[src/rtl/imu_pipeline_pkg.sv]
// Shared definitions for the IMU signal pipeline: default sizes and the
// per-channel hysteresis FSM state encoding.
package imu_pipeline_pkg;

    localparam int DEF_WIDTH    = 16;
    localparam int DEF_CHANNELS = 3;
    localparam int DEF_DEB_W    = 4;

    typedef enum logic [1:0] {
        IDLE    = 2'd0,
        PEND_HI = 2'd1,
        ACTIVE  = 2'd2,
        PEND_LO = 2'd3
    } state_t;

endpackage

[src/rtl/hysteresis_event_detector_if.sv]
// Bus between the IMU filter stage / host and the hysteresis event detector.
// sample_valid is a one-way strobe with no ready: every cycle it is high, all
// CHANNELS samples in sample_in are consumed on that rising clk edge.
interface hysteresis_event_detector_if
    import imu_pipeline_pkg::*;
#(
    parameter int WIDTH    = DEF_WIDTH,
    parameter int CHANNELS = DEF_CHANNELS,
    parameter int DEB_W    = DEF_DEB_W
);
    logic                      sample_valid;
    logic [CHANNELS*WIDTH-1:0] sample_in;
    logic [WIDTH-1:0]          thr_high;
    logic [WIDTH-1:0]          thr_low;
    logic [DEB_W-1:0]          debounce_len;
    logic [CHANNELS-1:0]       clear_sticky;
    logic [CHANNELS-1:0]       event_active;
    logic [CHANNELS-1:0]       rise_pulse;
    logic [CHANNELS-1:0]       fall_pulse;
    logic [CHANNELS-1:0]       event_sticky;
    logic                      irq;
    logic [2*CHANNELS-1:0]     dbg_state;

    modport master (
        output sample_valid, sample_in, thr_high, thr_low, debounce_len, clear_sticky,
        input  event_active, rise_pulse, fall_pulse, event_sticky, irq, dbg_state
    );

    modport slave (
        input  sample_valid, sample_in, thr_high, thr_low, debounce_len, clear_sticky,
        output event_active, rise_pulse, fall_pulse, event_sticky, irq, dbg_state
    );

endinterface

[src/rtl/hysteresis_channel.sv]
// One axis of the detector: hysteresis FSM with consecutive-sample debounce,
// one-cycle entry/exit pulses and a host-clearable sticky event flag.
module hysteresis_channel
    import imu_pipeline_pkg::*;
#(
    parameter int WIDTH = DEF_WIDTH,
    parameter int DEB_W = DEF_DEB_W
) (
    input  logic                    clk,
    input  logic                    rst_n,
    input  logic                    sample_valid,
    input  logic signed [WIDTH-1:0] sample,
    input  logic signed [WIDTH-1:0] thr_high,
    input  logic signed [WIDTH-1:0] thr_low,
    input  logic [DEB_W-1:0]        debounce_len,
    input  logic                    clear_sticky,
    output logic                    event_active,
    output logic                    rise_pulse,
    output logic                    fall_pulse,
    output logic                    event_sticky,
    output state_t                  state
);

    localparam logic [DEB_W:0]   ONE_W = {{DEB_W{1'b0}}, 1'b1};
    localparam logic [DEB_W-1:0] CNT_ONE = {{(DEB_W-1){1'b0}}, 1'b1};

    logic [DEB_W-1:0] cnt;
    logic [DEB_W:0]   n_eff;
    logic [DEB_W:0]   cnt_inc;
    logic             is_high;
    logic             is_low;
    logic             n_is_one;
    logic             reached;

    assign is_high  = sample > thr_high;
    assign is_low   = sample < thr_low;
    assign n_eff    = (debounce_len == '0) ? ONE_W : {1'b0, debounce_len};
    assign n_is_one = (n_eff == ONE_W);
    assign cnt_inc  = {1'b0, cnt} + ONE_W;
    // >= rather than == so a debounce_len lowered below cnt fires immediately
    assign reached  = (cnt_inc >= n_eff);

    always_ff @(posedge clk or negedge rst_n) begin
        if (!rst_n) begin
            state        <= IDLE;
            cnt          <= '0;
            event_active <= 1'b0;
            rise_pulse   <= 1'b0;
            fall_pulse   <= 1'b0;
            event_sticky <= 1'b0;
        end else begin
            rise_pulse <= 1'b0;
            fall_pulse <= 1'b0;
            // a rise in this same cycle overrides the clear further down
            if (clear_sticky) begin
                event_sticky <= 1'b0;
            end
            if (sample_valid) begin
                case (state)
                    IDLE: begin
                        if (is_high) begin
                            if (n_is_one) begin
                                state        <= ACTIVE;
                                event_active <= 1'b1;
                                rise_pulse   <= 1'b1;
                                event_sticky <= 1'b1;
                            end else begin
                                state <= PEND_HI;
                                cnt   <= CNT_ONE;
                            end
                        end
                    end
                    PEND_HI: begin
                        if (!is_high) begin
                            state <= IDLE;
                            cnt   <= '0;
                        end else if (reached) begin
                            state        <= ACTIVE;
                            cnt          <= '0;
                            event_active <= 1'b1;
                            rise_pulse   <= 1'b1;
                            event_sticky <= 1'b1;
                        end else begin
                            cnt <= cnt_inc[DEB_W-1:0];
                        end
                    end
                    ACTIVE: begin
                        if (is_low) begin
                            if (n_is_one) begin
                                state        <= IDLE;
                                event_active <= 1'b0;
                                fall_pulse   <= 1'b1;
                            end else begin
                                state <= PEND_LO;
                                cnt   <= CNT_ONE;
                            end
                        end
                    end
                    PEND_LO: begin
                        if (!is_low) begin
                            state <= ACTIVE;
                            cnt   <= '0;
                        end else if (reached) begin
                            state        <= IDLE;
                            cnt          <= '0;
                            event_active <= 1'b0;
                            fall_pulse   <= 1'b1;
                        end else begin
                            cnt <= cnt_inc[DEB_W-1:0];
                        end
                    end
                    default: begin
                        state <= IDLE;
                        cnt   <= '0;
                    end
                endcase
            end
        end
    end

endmodule

[src/rtl/hysteresis_event_detector.sv]
// Multi-axis threshold event detector: one independent hysteresis channel per
// axis, with the sticky event flags ORed into a single interrupt.
module hysteresis_event_detector
    import imu_pipeline_pkg::*;
#(
    parameter int WIDTH    = DEF_WIDTH,
    parameter int CHANNELS = DEF_CHANNELS,
    parameter int DEB_W    = DEF_DEB_W
) (
    input logic                        clk,
    input logic                        rst_n,
    hysteresis_event_detector_if.slave bus
);

    logic [CHANNELS-1:0] active;
    logic [CHANNELS-1:0] rise;
    logic [CHANNELS-1:0] fall;
    logic [CHANNELS-1:0] sticky;
    state_t              ch_state [CHANNELS];

    generate
        for (genvar i = 0; i < CHANNELS; i++) begin : g_ch
            hysteresis_channel #(
                .WIDTH (WIDTH),
                .DEB_W (DEB_W)
            ) u_ch (
                .clk          (clk),
                .rst_n        (rst_n),
                .sample_valid (bus.sample_valid),
                .sample       (bus.sample_in[i*WIDTH +: WIDTH]),
                .thr_high     (bus.thr_high),
                .thr_low      (bus.thr_low),
                .debounce_len (bus.debounce_len),
                .clear_sticky (bus.clear_sticky[i]),
                .event_active (active[i]),
                .rise_pulse   (rise[i]),
                .fall_pulse   (fall[i]),
                .event_sticky (sticky[i]),
                .state        (ch_state[i])
            );
            assign bus.dbg_state[2*i +: 2] = ch_state[i];
        end
    endgenerate

    assign bus.event_active = active;
    assign bus.rise_pulse   = rise;
    assign bus.fall_pulse   = fall;
    assign bus.event_sticky = sticky;
    assign bus.irq          = |sticky;

endmodule

[src/flat_wrapper.sv]
// flat-port wrapper written by rule: the top's interface ports become plain ports
module hysteresis_event_detector_flat import imu_pipeline_pkg::*;
#(
    parameter int WIDTH    = DEF_WIDTH,
    parameter int CHANNELS = DEF_CHANNELS,
    parameter int DEB_W    = DEF_DEB_W
)
  (clk, rst_n, bus_sample_valid, bus_sample_in, bus_thr_high, bus_thr_low, bus_debounce_len, bus_clear_sticky, bus_event_active, bus_rise_pulse, bus_fall_pulse, bus_event_sticky, bus_irq, bus_dbg_state);
  hysteresis_event_detector_if #(.WIDTH(WIDTH), .CHANNELS(CHANNELS), .DEB_W(DEB_W)) bus_i ();
  input logic clk;
  input logic rst_n;
  input wire logic [$bits(bus_i.sample_valid)-1:0] bus_sample_valid;
  input wire logic [$bits(bus_i.sample_in)-1:0] bus_sample_in;
  input wire logic [$bits(bus_i.thr_high)-1:0] bus_thr_high;
  input wire logic [$bits(bus_i.thr_low)-1:0] bus_thr_low;
  input wire logic [$bits(bus_i.debounce_len)-1:0] bus_debounce_len;
  input wire logic [$bits(bus_i.clear_sticky)-1:0] bus_clear_sticky;
  output wire logic [$bits(bus_i.event_active)-1:0] bus_event_active;
  output wire logic [$bits(bus_i.rise_pulse)-1:0] bus_rise_pulse;
  output wire logic [$bits(bus_i.fall_pulse)-1:0] bus_fall_pulse;
  output wire logic [$bits(bus_i.event_sticky)-1:0] bus_event_sticky;
  output wire logic [$bits(bus_i.irq)-1:0] bus_irq;
  output wire logic [$bits(bus_i.dbg_state)-1:0] bus_dbg_state;
  assign bus_i.sample_valid = bus_sample_valid;
  assign bus_i.sample_in = bus_sample_in;
  assign bus_i.thr_high = bus_thr_high;
  assign bus_i.thr_low = bus_thr_low;
  assign bus_i.debounce_len = bus_debounce_len;
  assign bus_i.clear_sticky = bus_clear_sticky;
  assign bus_event_active = bus_i.event_active;
  assign bus_rise_pulse = bus_i.rise_pulse;
  assign bus_fall_pulse = bus_i.fall_pulse;
  assign bus_event_sticky = bus_i.event_sticky;
  assign bus_irq = bus_i.irq;
  assign bus_dbg_state = bus_i.dbg_state;
  hysteresis_event_detector #(.WIDTH(WIDTH), .CHANNELS(CHANNELS), .DEB_W(DEB_W)) u_core (.clk(clk), .rst_n(rst_n), .bus(bus_i));
endmodule
[config.mk]
export PLATFORM = sky130hd
export DESIGN_NAME = hysteresis_event_detector_flat
export DESIGN_NICKNAME = d
export VERILOG_FILES = /design/src/rtl/imu_pipeline_pkg.sv /design/src/rtl/hysteresis_event_detector_if.sv /design/src/rtl/hysteresis_channel.sv /design/src/rtl/hysteresis_event_detector.sv /design/src/flat_wrapper.sv
export SDC_FILE = /design/constraint.sdc
export NUM_CORES = 1
export LEC_CHECK = 0
export CORE_ASPECT_RATIO = 0.6
export CORE_MARGIN = 4
export CORE_UTILIZATION = 46
export DETAILED_ROUTE_END_ITERATION = 7
export PLACE_DENSITY = 0.78
export SETUP_SLACK_MARGIN = 0.05
export SYNTH_ARGS = -nofsm -noshare
export SYNTH_HDL_FRONTEND = slang
export SYNTH_HIERARCHICAL = 1
export SYNTH_SLANG_ARGS = --single-unit
[constraint.sdc]
create_clock -name clk -period 2.8 [get_ports clk]
set_input_delay 0.56 -clock clk [delete_from_list [all_inputs] [get_ports clk]]
set_output_delay 0.56 -clock clk [all_outputs]
set_load 0.01 [all_outputs]
* Yosys cells after proc, flatten, opt, wreduce, memory -nomap -nowiden
Index checks and enable logic that the tools add are counted.
Widths: inputs -> output; s select.
** Word-level totals
- Bits in registers :: 30
- Latch bits :: 0
- Memory bits (writable) :: 0
- Memory bits (read-only) :: 0
- Output and inout port bits :: 19
- Logic and storage cells :: 201
- Memories :: 0
** Operators by class
- Add/sub/neg operators :: 3
- Multiply operators :: 0
- Divide/modulo/power cells :: 0
- Magnitude comparators :: 9
- Equal/unequal tests :: 40
- Shifts and indexed selects :: 0
- Mux-type cells :: 117
- Bitwise logic cells :: 0
- Reduce and logical (&&, ||, !) cells :: 14
** Operators with widths (number)
- $mux 4 :: 19
- $mux 1 :: 60
- $gt 16x16->1 :: 3
- $lt 16x16->1 :: 3
- $pmux 4 s4 :: 3
- $mux 2 :: 20
- $ne 2x2->1 const B :: 20
- $reduce_and 9->1 :: 3
- $pmux 2 s4 :: 3
- $ne 3x3->1 const B :: 6
- $pmux 1 s2 :: 9
- $add 4x1->5 const B :: 3
- $reduce_and 5->1 :: 3
- $eq 2x2->1 const B :: 6
- $pmux 1 s4 :: 3
- $ge 5x5->1 :: 2
- $reduce_and 3->1 :: 3
- $ne 2x1->1 const B :: 4
- $eq 2x1->1 const B :: 3
- $logic_not 2->1 :: 3
- $ge 5x4->1 :: 1
- $eq 4x1->1 const B :: 1
- $logic_not 4->1 :: 1
- $reduce_or 3->1 :: 1

* Depth between registers and ports, before layout
Gate-level depths: netlist of the first run.
- Depth in word-level cells :: 7
- Mapped depth :: 11
- Mapped depth without buffers :: 11

* Modules after synthesis
The synthesis of the first run kept the hierarchy.
** Modules (own cells, without submodules)
- hysteresis_channel (u_core.g_ch[2].u_ch) :: times used 1, cells an instance 179, area each 1462.7 sq um, seq. area each 250.2 sq um
- hysteresis_channel (u_core.g_ch[0].u_ch) :: times used 1, cells an instance 179, area each 1457.6 sq um, seq. area each 250.2 sq um
- hysteresis_channel (u_core.g_ch[1].u_ch) :: times used 1, cells an instance 181, area each 1432.6 sq um, seq. area each 250.2 sq um
- hysteresis_event_detector :: times used 1, cells an instance 1, area each 6.3 sq um, seq. area each 0.0 sq um

* Worst setup path after synthesis of the first run
No wires, ideal clock.
- Kind :: input port to flip-flop
- Start point :: input port bus_debounce_len[1]
- End point :: register u_core.g_ch[1].u_ch.event_active
- Setup time :: 135 ps
- Arrival time :: 2731 ps
- Required time :: 2665 ps
- Setup slack :: -66 ps
- Stages :: 11
- Path buffers :: 0
- Path through :: nor3_1 > or2_2 > ha_1 > nand2b_1 > a21o_1 > a21o_1 > a2111oi_2 > nor3_1 > or4b_4 > nor2b_1 > o21ai_0
** On the way
- Word-level cells in the longest chain between the ends :: 5
- Elaborated cells between the ends (all ways) :: 9
- Those cells by class :: order compare: 1; eq/ne: 5; mux: 1; reduce/logical: 2
** RTL lines
- start: declaration :: RTL line flat_wrapper.sv:16 : input wire logic [$bits(bus_i.debounce_len)-1:0] bus_debounce_len;
- $logic_not 4->1 :: RTL line hysteresis_channel.sv:37 : assign n_eff = (debounce_len == '0) ? ONE_W : {1'b0, debounce_len};
- $mux 4 * :: RTL line hysteresis_channel.sv:37
- $ge 5x5->1 or $eq 4x1->1 (tied branches) :: RTL line hysteresis_channel.sv:41, hysteresis_channel.sv:38
- $ne 2x2->1 (no line) or $ne 2x1->1 (tied branches)
- $reduce_and 9->1 (no line) *
- end signal: assignment :: RTL line hysteresis_channel.sv:47 : event_active <= 1'b0;
- end signal: assignment :: RTL line hysteresis_channel.sv:64 : event_active <= 1'b1;
- end signal: assignment :: RTL line hysteresis_channel.sv:80 : event_active <= 1'b1;
- end: declaration :: RTL line hysteresis_channel.sv:17 : output logic event_active,
Every way passes the cells marked *; elsewhere a longest branch is shown, timed or not.
A chain may end at the register's enable or synchronous reset.

* Final worst setup path of the first run
- Start point :: input port bus_sample_in[15]
- End point :: register u_core.g_ch[0].u_ch.cnt[3]
** On the way
- Word-level cells in the longest chain between the ends :: 3
- Elaborated cells between the ends (all ways) :: 8
- Those cells by class :: order compare: 2; eq/ne: 2; mux: 3; reduce/logical: 1
** RTL lines
- start: declaration :: RTL line flat_wrapper.sv:13 : input wire logic [$bits(bus_i.sample_in)-1:0] bus_sample_in;
- $lt 16x16->1 or $gt 16x16->1 (tied branches) :: RTL line hysteresis_channel.sv:36, hysteresis_channel.sv:35
- $mux 4 (tied with other cells) :: RTL line hysteresis_channel.sv:100 : if (!is_low) begin
- $pmux 4 s4 or $reduce_and 3->1 (tied branches)
- end signal: assignment :: RTL line hysteresis_channel.sv:84 : cnt <= cnt_inc[DEB_W-1:0];
- end signal: assignment :: RTL line hysteresis_channel.sv:109 : cnt <= cnt_inc[DEB_W-1:0];
- end: declaration :: RTL line hysteresis_channel.sv:27 : logic [DEB_W-1:0] cnt;
Several ways; a longest one is shown, not always the timed one.

==> results of run 1 <==
-- area by class of cell --
cell class | instances | share of cell area (%)
inverter | 121 | 6.55
clock buffer | 7 | 1.91
multi-input combinational | 389 | 54.3
tap | 130 | 2.35
sequential | 30 | 10.8
timing repair buffer | 208 | 24.0
-- what timing repair did --
item | CTS | global route
cloned | 0 | 0
gates resized for setup | 150 | 125
pin swaps | 61 | 63
setup buffers | 14 | 11
endpoints found under the setup margin | 29 | 26
hold buffers | 0 | 0
-- metrics by stage --
step	instances	setup TNS (ns)	utilization [%]	power, mW	hold WS, ns
final	885	0	75.5	3.22	0.542
after global routing	885	-0.0384	75.5	3.45	0.553
after CTS	874	0	72.5	3.04	0.529
after detailed placement	853	-13.38	67.3	2.38	0.516
after global placement	853	-11.84	67.3	2.30	0.493
after floorplan	540	0	-	1.61	0.264
-- cell usage in the layout, fill, tap and decap left out, types with 5 or more instances in the layout --
cell / netlist / final
nor2_1: 21 / 19
nand3_1: 9 / 9
nor3_1: 10 / 6
o22ai_1: 6 / 5
clkbuf_2: 0 / 28
inv_1: 121 / 113
a21oi_1: 42 / 32
ha_4: 0 / 23
ha_1: 108 / 83
clkdlybuf4s15_1: 0 / 7
o21a_1: 7 / 7
o21ai_0: 14 / 10
nand4_1: 16 / 16
inv_2: 0 / 8
nand2b_1: 7 / 7
clkbuf_16: 0 / 5
a211oi_2: 1 / 5
a21oi_2: 0 / 9
a21o_1: 7 / 7
o211ai_1: 9 / 9
buf_4: 0 / 99
buf_6: 0 / 5
dlygate4sd2_1: 0 / 31
clkdlybuf4s50_1: 0 / 26
nor2b_1: 9 / 7
nand2_1: 33 / 28
dlymetal6s2s_1: 0 / 7
dfrtp_1: 30 / 30
o21ai_1: 2 / 5
nand2_2: 1 / 6
-- path summary, 6_finish.rpt --
check	start	cells after the start	slack (ns)	to
worst max-delay path	bus_sample_in[15]	11	0.02	u_core/g_ch[0].u_ch/cnt[3]
worst min-delay path	u_core/g_ch[0].u_ch/event_active	2	0.54	u_core/g_ch[0].u_ch/event_active
worst max register to register	u_core/g_ch[1].u_ch/cnt[1]	10	0.12	u_core/g_ch[1].u_ch/event_active
worst min register to register	u_core/g_ch[0].u_ch/event_active	2	0.54	u_core/g_ch[0].u_ch/event_active
max in group asynchronous	rst_n	2	1.82	u_core/g_ch[2].u_ch/state[0]
min in group asynchronous	rst_n	2	0.67	u_core/g_ch[0].u_ch/rise_pulse
-- power breakdown --
part | leakage [nW] | internal, mW | total (mW) | switching, mW
clock | 0.0640 | 0.324 | 0.515 | 0.191
sequential | 0.385 | 0.556 | 0.739 | 0.184
combinational | 3.12 | 1.01 | 1.96 | 0.958
-- registers in the layout, indices dropped and copies added (netlist names) --
register and count:
u_core/g_ch.u_ch/fall_pulse 3, u_core/g_ch.u_ch/event_active 3, u_core/g_ch.u_ch/event_sticky 3, u_core/g_ch.u_ch/rise_pulse 3
u_core/g_ch.u_ch/state 6, u_core/g_ch.u_ch/cnt 12
-- routing by layer --
layer | global-route usage (%) | wire length (µm) | vias up
met5 | 0 | 0 | -
met4 | 6.44 | 441 | 0
met3 | 5.45 | 1190 | 52
met2 | 46.2 | 7550 | 247
met1 | 37.0 | 7160 | 2327
li1 | - | - | 2341
-- cells by family (layout without fill, tap and decap cells) --
family | count (synthesis) | in the layout | share of synthesized area [%]
AO/OA/AOI/OAI | 129 | 129 | 21.2
XOR/XNOR | 5 | 5 | 1.00
adder cells (fa/ha/maj) | 108 | 108 | 31.0
buffers and inverters | 121 | 336 | 10.4
flip-flops | 30 | 30 | 17.2
multiplexers | 5 | 5 | 1.21
AND/OR/NAND/NOR | 142 | 142 | 17.9
-- worst register-to-register path, delay by kind of cell, from the launching register on --
| family | cells | cell delay, ns |
|---|---|---|
| AND/OR/NAND/NOR | 5 | 1.36 |
| adder cells (fa/ha/maj) | 2 | 0.49 |
| flip-flops | 1 | 0.40 |
| AO/OA/AOI/OAI | 3 | 0.34 |
==> flow_summary_export.csv, run 1 <==
group,metric,value,unit
grt,grt_max_degree,31,
place,place_congestion,0.893,
critical_path,cp.required,2.97,ns
routing,wire_per_inst,18.5,µm
grt,grt_pass1_wl,24.8,mm
routing,vias,4967,
critical_path,arrival,2.95,ns
critical_path,critPathTopFamily,"compound AO/OA/AOI/OAI gates",
floorplanning,start_util,47.4,%
layout,multi_input_area,3770,µm²
clock_tree,numCtsBuffers,5,
timing,setup_viol,0,
routing,vias_per_cell,5.61,
timing,finClkSkew,0.00503,ns
place,portBuffers,108,
grt,grt_overflow,0,
status,outcome,"finished clean",
floorplanning,fp.coreArea,9190,µm²
routing,drc,0,
logic_synthesis,synth.cells.most_frequent,"inv_1 (121), ha_1 (108), a21oi_1 (42)",
logic_synthesis,synth_warnings,6,
clock_tree,clockBufferDepth,2,
floorplanning,ios,109,
critical_path,cp_cell_sequence,"clkdlybuf4s15_1, ha_1, nand2_1, or4_4, a211oi_2, or4_4, o211ai_1, buf_4, a21oi_2, o21ai_2, a22o_1",
power_and_ir_drop,powerDensity,464,nW/µm²
layout,syn_to_final_growth,59.1,%
critical_path,crit_type,"in -> reg",
min_path,hp-class,"reg -> reg",
critical_path,critPathLaunchType,"input port",
critical_path,crit_buf_inv,2,
critical_path,critPathCaptureType,"register",
floorplanning,die_area,11100,µm²
floorplanning,fp.dieH,83.4,µm
logic_synthesis,synth.top_cell.area_share,31.0,%
logic_synthesis,synth_area_leaders,"ha_1 (31%), dfrtp_1 (17%), inv_1 (10%)",
power_and_ir_drop,leakagePower,3.57,nW
place,place_hpwl,12.4,mm
routing,ant_nets,0,
clock_tree,cts_root_buf,"clkbuf_16",
logic_synthesis,synth-seq-area-share,17.2,%
timing,drv_slew,0,
logic_synthesis,yosysTopAreaCell,"ha_1",
timing,period_share,99.5,%
logic_synthesis,synth_edf_count,0,
grt,grtUsageTotal,27.7,%
routing,wirelength,16.3,mm
logic_synthesis,synth_nets,738,
routing,drt_iter0_markers,376,
timing,setup_ws,0.0151,ns
logic_synthesis,synth_ff_type,"dfrtp_1",
timing,rsz0062_at_grt,"true",
critical_path,cpMostUsedCell,"or4_4",
place,post_dp_cell_area,6180,µm²
timing,finalCriticalPeriod,2.78,ns
layout,n_fill_cell,609,
floorplanning,die_w,134,µm
clock_tree,cts_tree,"yes",
timing,worst_pin_slew,0.442,ns
run,cap_viol_max_count,0,
logic_synthesis,synth_area,4360,µm²
floorplanning,rows,27,
place,post-place-ws,-0.644,ns
logic_synthesis,netlist_instances,540,
layout,diodes,0,
grt,grt_pass1_vias,5125,
logic_synthesis,ys_ff_latch,30,
logic_synthesis,avgSynthCellArea,8.07,µm²
clock_tree,clk_latency,0.28,ns
logic_synthesis,yosysMostFrequentCell,"inv_1",
timing,slew-limit-headroom,70.4,%
timing,hold_violations,0,
grt,antenna_found_initial,0,
clock_tree,cts_sinks,30,
critical_path,critPathMaxFanout,3,
clock_tree,cts_max_level,2,
routing,dr.pass1.iters,5,
logic_synthesis,synth_cell_types,65,
logic_synthesis,async_flop_share,100,%
critical_path,slowest_stage,"or4_4",
layout,fin_nets,953,
clock_tree,clk_pin_slew_worst_paths,0.05,ns
power_and_ir_drop,peakVddDrop,0.381,mV
layout,stdcell_area,6930,µm²
layout,drive_above_1_share,32.6,%
timing,clock.fmax,0.359,GHz
critical_path,critPathMaxStageDelay,0.51,ns
layout,seq_area,751,µm²
Power figures use the tool's default switching activity.
==> run 2: changes to the inputs <==
--- a/config.mk
+++ b/config.mk
@@ -5,6 +5,7 @@
 export SDC_FILE = /design/constraint.sdc
 export NUM_CORES = 1
 export LEC_CHECK = 0
+export CAP_MARGIN = 10
 export CORE_ASPECT_RATIO = 0.6
 export CORE_MARGIN = 4
 export CORE_UTILIZATION = 46
==> results of run 2 <==
The final DEF is identical to that of run 1; final timing and power are the same.
==> run 3: changes to the inputs <==
--- a/config.mk
+++ b/config.mk
@@ -10,7 +10,8 @@
 export CORE_MARGIN = 4
 export CORE_UTILIZATION = 46
 export DETAILED_ROUTE_END_ITERATION = 7
-export PLACE_DENSITY = 0.78
+export HOLD_SLACK_MARGIN = 0.05
+export PLACE_DENSITY = 0.86
 export SETUP_SLACK_MARGIN = 0.05
 export SYNTH_ARGS = -nofsm -noshare
 export SYNTH_HDL_FRONTEND = slang
==> run 3 against run 2 <==
- the flow now finishes with violations (DRC)
- fmax is essentially flat
- hold slack lost 0.0032 ns
- clock-buffer cell count shrank 1
==> flow_summary_export.csv, run 3 (synthesis results as in run 1) <==
group,metric,value,unit
floorplanning,fp.dieH,83.4,µm
min_path,hp-class,"reg -> reg",
timing,drv_slew,0,
clock_tree,cts_root_buf,"clkbuf_16",
critical_path,rr_worst_depth,10,
power_and_ir_drop,powerDensity,474,nW/µm²
timing,setup_ws,0.0154,ns
place,portBuffers,108,
clock_tree,cts_sinks,30,
routing,ant_nets,0,
routing,vias_per_cell,6.07,
floorplanning,die_area,11100,µm²
layout,drive_above_1_share,30.7,%
place,post-place-ws,-0.767,ns
timing,period_share,99.4,%
layout,fin_nets,932,
routing,wirelength,18.3,mm
timing,holdWs,0.538,ns
timing,setup_viol,0,
critical_path,reg2reg_to,"u_core/g_ch[1].u_ch/event_active",
layout,regMostFlops,"u_core/g_ch.u_ch/cnt",
clock_tree,cts_max_level,2,
layout,diodes,0,
clock_tree,cts_tree,"yes",
timing,hold_violations,0,
power_and_ir_drop,clkPwrFrac,15.9,%
critical_path,critPathCaptureType,"register",
status,violations,"DRC",
place,dp.cells,844,
grt,antenna_found_initial,0,
critical_path,cp.required,2.96,ns
routing,vias,5239,
routing,drc,1,
layout,n_fill_cell,561,
critical_path,critPathMaxFanout,4,
timing,setup_tns,0,ns
timing,worst_pin_slew,0.516,ns
routing,drt_iter0_markers,800,
critical_path,arrival,2.95,ns
layout,syn_to_final_growth,59.4,%
layout,layout.cells.most_common,"inv_1",
clock_tree,clockBufferDepth,2,
critical_path,slowest_stage,"or3_4",
power_and_ir_drop,p_int,1.89,mW
grt,busiest_layer,"met2",
power_and_ir_drop,comb_power_share,61.4,%
floorplanning,rows,27,
floorplanning,start_util,47.4,%
critical_path,crit_type,"in -> reg",
critical_path,reg2reg_from,"u_core/g_ch[1].u_ch/cnt[1]",
power_and_ir_drop,p_sw,1.41,mW
grt,grt_pass1_wl,25.3,mm
grt,met2_usage,44.0,%
status,outcome,"complete, but fails checks",
layout,largest_reg_flops,12,
grt,grt_pass1_vias,5099,
place,place_congestion,1.02,
run,cap_viol_max_count,0,
routing,dr.pass1.iters,8,
layout,multi_input_area,3850,µm²
grt,grt_use_met1,37.7,%
timing,finClkSkew,0.00311,ns
floorplanning,fp.coreArea,9190,µm²
grt,grt_overflow,0,
layout,largest_registers,"u_core/g_ch.u_ch/cnt (12), u_core/g_ch.u_ch/state (6)",
power_and_ir_drop,peakVddDrop,0.376,mV
clock_tree,clk_latency,0.28,ns
timing,rsz0062_at_grt,"true",
min_path,min-delay-start,"u_core/g_ch[1].u_ch/cnt[1]",
power_and_ir_drop,leakagePower,3.51,nW
layout,fin_cells,863,
floorplanning,die_w,134,µm
grt,grt_max_degree,31,
layout,final_cell_mix,"inv_1 (112), buf_4 (77), ha_1 (77)",
timing,finalCriticalPeriod,2.78,ns
critical_path,critPathLaunchType,"input port",
clock_tree,numCtsBuffers,5,
timing,clock.fmax,0.359,GHz
critical_path,cp_cell_sequence,"buf_8, inv_4, ha_4, nand4_1, or3_4, a211oi_4, o311a_4, nor2_4, o41ai_4, mux2_4",
clock_tree,clk_pin_slew_worst_paths,0.05,ns
layout,seq_area,751,µm²
critical_path,critPathMaxStageDelay,0.47,ns
power_and_ir_drop,p_seq_share,22.7,%
routing,wire_per_inst,21.2,µm
timing,slew-limit-headroom,65.4,%
grt,grtUsageTotal,27.8,%
floorplanning,ios,109,
critical_path,rrSetupSlack,0.12,ns
place,place_hpwl,12.2,mm
min_path,holdPathStages,1,
min_path,whs_endpoint,"u_core/g_ch[1].u_ch/cnt[1]",
grt,use_met3,7.93,%
clock_tree,hold_buffers,0,
power_and_ir_drop,sw_frac_of_total,42.6,%
==> run 3: cell count changes in the layout (fill, tap and decap cells not counted), moves of 4 or more <==
cell and change:
buf_4 -22, clkbuf_2 -9, clkdlybuf4s15_1 +9, ha_1 -6
ha_4 +4, inv_4 +4, nand2_1 +5, nand2_2 -5
==> run 3: what timing repair did <==
item	CTS	global route
gates resized for setup	140	154
pin swaps	62	59
buffers inserted	11	4
setup endpoints to repair	29	29
hold endpoints to repair	0	0
==> run 3: routing by layer <==
metal / up-vias / share of wire (%) / wire length, µm
met5: - / 0 / 0
met4: 0 / 4.7 / 860
met3: 102 / 11 / 2090
met2: 392 / 44 / 8150
met1: 2452 / 39 / 7220
li1: 2293 / - / -
==> run 3: per-stage QoR <==
step / utilization, % / total power [mW] / cell area (µm²)
after floorplan: - / 1.61 / 4380
after global placement: 66.6 / 2.28 / 6120
after detailed placement: 66.6 / 2.36 / 6120
after CTS: 71.0 / 3.02 / 6520
after global routing: 75.6 / 3.48 / 6950
final: 75.6 / 3.30 / 6950
==> run 3: layout make-up <==
class	count	area share, %
multi-input combinational	389	55.4
tap	130	2.34
sequential	30	10.8
inverter	121	6.68
clock buffer	6	2.00
timing repair buffer	187	22.8
==> run 3: power by group through the flow <==
stage / registers (mW) / logic (mW) / clock network (mW)
after global placement: 0.720 / 1.56 / 0
after detailed placement: 0.729 / 1.63 / 0
after floorplan: 0.722 / 0.889 / 0
after CTS: 0.731 / 1.77 / 0.525
after global routing: 0.764 / 2.16 / 0.553
final: 0.749 / 2.02 / 0.525
==> run 3: critical path: cells and delay by family <==
kind / cells / cell delay, ns
multiplexers: 1 / 0.35
AND/OR/NAND/NOR: 3 / 0.67
AO/OA/AOI/OAI: 3 / 0.97
adder cells (fa/ha/maj): 1 / 0.25
buffers and inverters: 2 / 0.13
==> run 3: worst max-delay path by stage <==
| stage | startpoint | endpoint | slack (ns) | cells past startpoint |
|---|---|---|---|---|
| after CTS | bus_sample_in[45] | u_core/g_ch[2].u_ch/cnt[3] | 0.03 | 12 |
| final | bus_thr_high[15] | u_core/g_ch[2].u_ch/cnt[3] | 0.02 | 10 |
| after global routing | bus_debounce_len[3] | u_core/g_ch[1].u_ch/event_active | -0.04 | 12 |
| after global placement | bus_thr_high[13] | u_core/g_ch[2].u_ch/cnt[1] | -0.69 | 10 |
| after floorplan | bus_thr_high[15] | u_core/g_ch[2].u_ch/cnt[1] | 0.08 | 9 |
| after detailed placement | bus_thr_high[13] | u_core/g_ch[2].u_ch/cnt[3] | -0.77 | 10 |
